File: config.mk
export PLATFORM = sky130hd
export DESIGN_NAME = sevseg_scan_n
export DESIGN_NICKNAME = d
export VERILOG_FILES = /design/src/rtl/sevseg_pkg.sv /design/src/rtl/sevseg_hex_decoder.sv /design/src/rtl/sevseg_scan_n.sv
export SDC_FILE = /design/constraint.sdc
export NUM_CORES = 1
export LEC_CHECK = 0
export ABC_AREA = 1
export CAP_MARGIN = 20
export CORE_MARGIN = 2
export CORE_UTILIZATION = 30
export DETAILED_ROUTE_END_ITERATION = 8
export HOLD_SLACK_MARGIN = 0.06
export PLACE_DENSITY = 0.58
export SETUP_SLACK_MARGIN = 0.3
export SLEW_MARGIN = 10
export SYNTH_ARGS = -nofsm -noshare
export SYNTH_HDL_FRONTEND = slang
export SYNTH_SLANG_ARGS = --single-unit
File: constraint.sdc
create_clock -name clk -period 2.4 [get_ports clk]
set_clock_uncertainty 0.15 [all_clocks]
set_input_delay 0.24 -clock clk [delete_from_list [all_inputs] [get_ports clk]]
set_output_delay 0.24 -clock clk [all_outputs]
set_load 0.1 [all_outputs]
File: src/rtl/sevseg_pkg.sv
// Shared constants and helpers for the seven-segment scanner:
// hex glyph table and output polarity mapping.
package sevseg_pkg;

  // Active-high {g,f,e,d,c,b,a} patterns for hex digits 0..F.
  localparam logic [6:0] GLYPH [16] = '{
    7'b0111111, 7'b0000110, 7'b1011011, 7'b1001111,
    7'b1100110, 7'b1101101, 7'b1111101, 7'b0000111,
    7'b1111111, 7'b1101111, 7'b1110111, 7'b1111100,
    7'b0111001, 7'b1011110, 7'b1111001, 7'b1110001
  };

  // Map an active-high "on" request to the physical pin level.
  function automatic logic to_pin(input logic on, input bit active_low);
    return on ^ active_low;
  endfunction

  function automatic int unsigned idx_width(input int unsigned n);
    return (n > 1) ? $clog2(n) : 1;
  endfunction

endpackage

File: src/rtl/sevseg_hex_decoder.sv
// Combinational hex nibble to active-high seven-segment glyph.
module sevseg_hex_decoder
  import sevseg_pkg::*;
(
  input  logic [3:0] i_nibble,
  output logic [6:0] o_seg
);

  always_comb o_seg = GLYPH[i_nibble];

endmodule

File: src/rtl/sevseg_scan_n.sv
// N-digit multiplexed seven-segment scanner with shadow registers, blink,
// leading-zero suppression, PWM brightness and inter-slot dead time.
module sevseg_scan_n
  import sevseg_pkg::*;
#(
  parameter int unsigned NUM_DIGITS = 4,
  parameter int unsigned SCAN_DIV_W = 16,
  parameter int unsigned BLINK_W    = 25,
  parameter int unsigned BRIGHT_W   = 3,
  parameter bit          ACTIVE_LOW = 1'b1
) (
  input  logic                              clk,
  input  logic                              rst_n,
  input  logic [4*NUM_DIGITS-1:0]           digits_in,
  input  logic [NUM_DIGITS-1:0]             dp_in,
  input  logic [NUM_DIGITS-1:0]             digit_en_in,
  input  logic [NUM_DIGITS-1:0]             blink_in,
  input  logic                              lz_blank,
  input  logic [BRIGHT_W-1:0]               brightness,
  input  logic                              load,
  output logic [6:0]                        seg,
  output logic                              dp,
  output logic [NUM_DIGITS-1:0]             an,
  output logic [idx_width(NUM_DIGITS)-1:0]  scan_idx
);

  localparam int unsigned      IDX_W    = idx_width(NUM_DIGITS);
  localparam logic [IDX_W-1:0] LAST_IDX = IDX_W'(NUM_DIGITS - 1);

  logic [SCAN_DIV_W-1:0]   r_presc;
  logic [IDX_W-1:0]        r_idx;
  logic [BLINK_W-1:0]      r_blink;
  logic [4*NUM_DIGITS-1:0] r_digits;
  logic [NUM_DIGITS-1:0]   r_dp_sh;
  logic [NUM_DIGITS-1:0]   r_en_sh;
  logic [NUM_DIGITS-1:0]   r_blink_sh;
  logic [6:0]              r_seg;
  logic                    r_dp;
  logic [NUM_DIGITS-1:0]   r_an;

  logic [3:0]              w_nibble;
  logic [6:0]              w_glyph;
  logic [NUM_DIGITS-1:0]   w_lz;
  logic                    w_run;
  logic [BRIGHT_W-1:0]     w_slice;
  logic                    w_blank;
  logic                    w_lit;
  logic [NUM_DIGITS-1:0]   w_onehot;
  logic [6:0]              w_seg_nxt;
  logic                    w_dp_nxt;
  logic [NUM_DIGITS-1:0]   w_an_nxt;
  logic [6:0]              w_seg_pin;
  logic                    w_dp_pin;
  logic [NUM_DIGITS-1:0]   w_an_pin;

  assign seg      = r_seg;
  assign dp       = r_dp;
  assign an       = r_an;
  assign scan_idx = r_idx;

  always_ff @(posedge clk or negedge rst_n) begin
    if (!rst_n) begin
      r_presc <= '0;
      r_idx   <= '0;
      r_blink <= '0;
    end else begin
      r_presc <= r_presc + 1'b1;
      r_blink <= r_blink + 1'b1;
      if (&r_presc)
        r_idx <= (r_idx == LAST_IDX) ? '0 : r_idx + 1'b1;
    end
  end

  always_ff @(posedge clk or negedge rst_n) begin
    if (!rst_n) begin
      r_digits   <= '0;
      r_dp_sh    <= '0;
      r_en_sh    <= '0;
      r_blink_sh <= '0;
    end else if (load) begin
      r_digits   <= digits_in;
      r_dp_sh    <= dp_in;
      r_en_sh    <= digit_en_in;
      r_blink_sh <= blink_in;
    end
  end

  assign w_nibble = r_digits[{r_idx, 2'b00} +: 4];

  sevseg_hex_decoder u_dec (
    .i_nibble (w_nibble),
    .o_seg    (w_glyph)
  );

  // Suppression runs from the most significant digit down; it stops at the
  // first digit that is non-zero or carries a decimal point.
  always_comb begin
    w_lz  = '0;
    w_run = 1'b1;
    for (int unsigned i = NUM_DIGITS; i > 1; i--) begin
      w_run     = w_run & (r_digits[4*(i-1) +: 4] == 4'h0) & ~r_dp_sh[i-1];
      w_lz[i-1] = w_run;
    end
  end

  always_comb begin
    w_onehot        = '0;
    w_onehot[r_idx] = 1'b1;
  end

  assign w_slice = r_presc[SCAN_DIV_W-1 -: BRIGHT_W];
  assign w_blank = ~r_en_sh[r_idx]
                 | (r_blink[BLINK_W-1] & r_blink_sh[r_idx])
                 | (lz_blank & w_lz[r_idx]);
  // Prescaler value 0 is the dead-time cycle separating adjacent slots.
  assign w_lit   = ~w_blank & (r_presc != '0)
                 & ((&brightness) | (w_slice < brightness));

  always_comb begin
    w_seg_nxt = w_blank ? 7'b0000000 : w_glyph;
    w_dp_nxt  = ~w_blank & r_dp_sh[r_idx];
    w_an_nxt  = w_lit ? w_onehot : '0;
  end

  always_comb begin
    w_seg_pin = '0;
    w_an_pin  = '0;
    for (int unsigned b = 0; b < 7; b++)
      w_seg_pin[b] = to_pin(w_seg_nxt[b], ACTIVE_LOW);
    for (int unsigned d = 0; d < NUM_DIGITS; d++)
      w_an_pin[d] = to_pin(w_an_nxt[d], ACTIVE_LOW);
    w_dp_pin = to_pin(w_dp_nxt, ACTIVE_LOW);
  end

  always_ff @(posedge clk or negedge rst_n) begin
    if (!rst_n) begin
      r_seg <= {7{ACTIVE_LOW}};
      r_dp  <= ACTIVE_LOW;
      r_an  <= {NUM_DIGITS{ACTIVE_LOW}};
    end else begin
      r_seg <= w_seg_pin;
      r_dp  <= w_dp_pin;
      r_an  <= w_an_pin;
    end
  end

endmodule

==> results.yml <==
drt:
  via_count: 3257
  avgViaCountPerCell: 4.49
  postRouteWirelength_um: 9060
  drt_first_iter_violations: 233
  drcViolationCount: 0
  wl_per_cell_um: 12.5
  postRouteAntennaNets: 0
  dr.pass1.iters: 4
logic_synthesis:
  async_reset_ff_share_pct: 100
  synthMostInstantiatedCell: "sky130_fd_sc_hd__nand2_1"
  syn-num-nets: 534
  synth.avg_cell_area_um2: 8.78
  synth_largest_area_cell: "sky130_fd_sc_hd__dfrtp_1"
  netlist_top_cells_area: "sky130_fd_sc_hd__dfrtp_1 42%, sky130_fd_sc_hd__nand2_1 12%, sky130_fd_sc_hd__dfstp_2 7.4%, sky130_fd_sc_hd__nand3_1 5.4%, sky130_fd_sc_hd__mux2_2 4.8%"
  synth-main-ff-cell: "sky130_fd_sc_hd__dfrtp_1"
  synth_enable_flop_cells: 0
  synth_area_um2: 4260
  yosys.cell_types.count: 30
  yosys-top-cells-count: "135 x sky130_fd_sc_hd__nand2_1, 71 x sky130_fd_sc_hd__dfrtp_1, 46 x sky130_fd_sc_hd__nand3_1"
  synth-seq-area-share_pct: 49.1
  yosys_warnings: 0
  synthDominantCellAreaShare_pct: 41.7
  post_synth_inst_count: 485
  synth_seq_cells: 83
place:
  buffers_on_ports: 48
  detailed_place_hpwl_um: 6830
  gp_congestion: 0.829
clocking:
  cts_tree: "yes"
  worstSkewPairLatency_ps: 340
  htreeDepth: 3
  cts_root_buffer: "sky130_fd_sc_hd__clkbuf_16"
  clkTransAtPathRegs_ps: 60
  sinks_on_clock_net: 83
  clock_buffers_created_by_tritoncts: 9
  max-clock-path-buffers: 2
layout:
  fin_nets: 589
  post_route_cells_drive_above_1_share_pct: 16.9
  area_growth_from_synthesis_to_layout_pct: 22.5
  antenna_cells_inserted: 0
pwr:
  power-per-cell-area_nw_per_um2: 635
  power.leakage_nw: 2.35
  peakVddDrop_mv: 0.393
  total_design_power_mw: 3.31
sta:
  finalSetupViolCount: 0
  fin_crit_ps: 1910
  fmax_mhz: 522
  tightest_slew_ps: 536
  timing.final.hold_violations: 0
  finalCritPeriodShare_pct: 79.8
  report.final.slew_viol_count: 0
  fin_setup_tns_ps: 0
  rsz_0062_raised_after_global_routing: "false"
  max-slew-margin-rel_pct: 64.3
floorplanning:
  boundaryPins: 49
  core_um2: 13900
  start_util_pct: 30.7
  rows: 43
  die_x_um: 123
  die_h_um: 123
  dieArea_um2: 15200
critical_path:
  worst-endpoint-required_ps: 2500
  critical_path_peak_fanout: 15
  cp-end-kind: "flop"
  critPathKind: "reg -> reg"
  worstPathArrival_ps: 2010
  cp-start-kind: "flop"
grt:
  grt_remaining_overflow: 0
  antenna_violations_before_repair: 0
  globalRouteTotalUtil_pct: 12.8
  pin_count_of_the_biggest_net_entering_global_routing: 41
  via_count_of_the_first_global_routing_pass: 3209
  global_route_wire_length_before_repair_um: 15200
job:
  maxCapViolCount: 0
status:
  result_of_the_run: "finished, final reports clean"
worst_hold_path:
  timing.hold.worst.class: "in -> async"
-- flip-flops by register name, indices dropped and copies added (netlist names) --
name	cells
r_blink	25
r_en_sh	4
r_blink_sh	4
scan_idx	2
r_digits	16
dp	1
r_presc	16
r_dp_sh	4
seg	7
an	4
-- critical path: stages, from the launching register on --
cell and delay (ps):
sky130_fd_sc_hd__dfrtp_4 520, sky130_fd_sc_hd__inv_6 90, sky130_fd_sc_hd__nand2_1 70, sky130_fd_sc_hd__nand3_1 90, sky130_fd_sc_hd__nand2_2 140, sky130_fd_sc_hd__inv_1 90, sky130_fd_sc_hd__ha_1 190, sky130_fd_sc_hd__inv_1 70
sky130_fd_sc_hd__nand3_1 140, sky130_fd_sc_hd__nand2_1 90, sky130_fd_sc_hd__nor2_1 40, sky130_fd_sc_hd__nor2_1 90, sky130_fd_sc_hd__nand2_1 60
-- metrics by stage --
step / hold WS, ps / area, um2 / setup slack [ps] / util (%) / std cells
finish: 278 / 5210 / 486 / 37.6 / 725
global route: 322 / 5210 / 304 / 37.6 / 725
CTS: 292 / 5180 / 335 / 37.3 / 722
detailed placement: 116 / 4880 / 360 / 35.2 / 705
global placement: 108 / 4880 / 495 / 35.2 / 705
floorplan: -206 / 4260 / 302 / - / 485
-- report_power, final --
| group | switching, mW | internal (mW) |
|---|---|---|
| sequential | 0.0381 | 1.48 |
| combinational | 0.318 | 0.158 |
| clock | 0.556 | 0.759 |
-- final cells by class --
cell class,count,area (um2)
Sequential cell,83,2100
Timing Repair Buffer,55,510
Clock buffer,11,253
Multi-Input combinational cell,342,1900
Clock inverter,5,36.3
Tap cell,180,225
Fill cell,1419,8670
Inverter,49,191
-- cells by family after synthesis --
| group | count (synthesis) | share of synthesized area (%) |
|---|---|---|
| xor+xnor | 28 | 5.76 |
| mux | 18 | 4.76 |
| fa+ha+maj | 14 | 4.11 |
| compound gates | 21 | 2.73 |
| flops | 83 | 49.1 |
| simple gates | 261 | 27.1 |
| buf+inv | 60 | 6.41 |
-- final timing paths --
kind                             start           to  slack (ps)  cells past startpoint
min reg2reg                 r_presc[0]   r_presc[0]         320                      1
min in group clk            r_presc[0]   r_presc[0]         320                      1
max                        scan_idx[0]       seg[6]         490                     12
max reg2reg                scan_idx[0]       seg[6]         490                     12
min                              rst_n  r_presc[12]         280                      2
max in group asynchronous        rst_n           dp        1220                      3
-- per-layer routing --
metal	up-vias	share of wire, %	GRT usage, %
met5	-	0	0
met1	1511	44	15.6
li1	1656	-	-
met3	21	5.1	3.87
met2	69	48	20.8
met4	0	3.2	6.18
-- cells in the final DEF (no fill, tap or decap), drive strengths merged, types with 3 or more instances in the layout --
cell / instances
nand2: 140
dfrtp: 71
inv: 50
nor2: 49
nand3: 47
clkdlybuf4s50: 33
buf: 21
xor2: 18
mux2: 18
o21ai: 15
ha: 14
dfstp: 12
clkbuf: 11
nand4: 10
xnor2: 10
nor3: 8
nand3b: 6
a21oi: 3
-- what timing repair did --
item	4_1_cts	5_1_grt
endpoints found under the hold margin	34	0
buffers inserted	0	3
gates resized for setup	0	5
hold buffers	1	0
setup endpoints to repair	0	5
(Power assumes the default switching activity.)
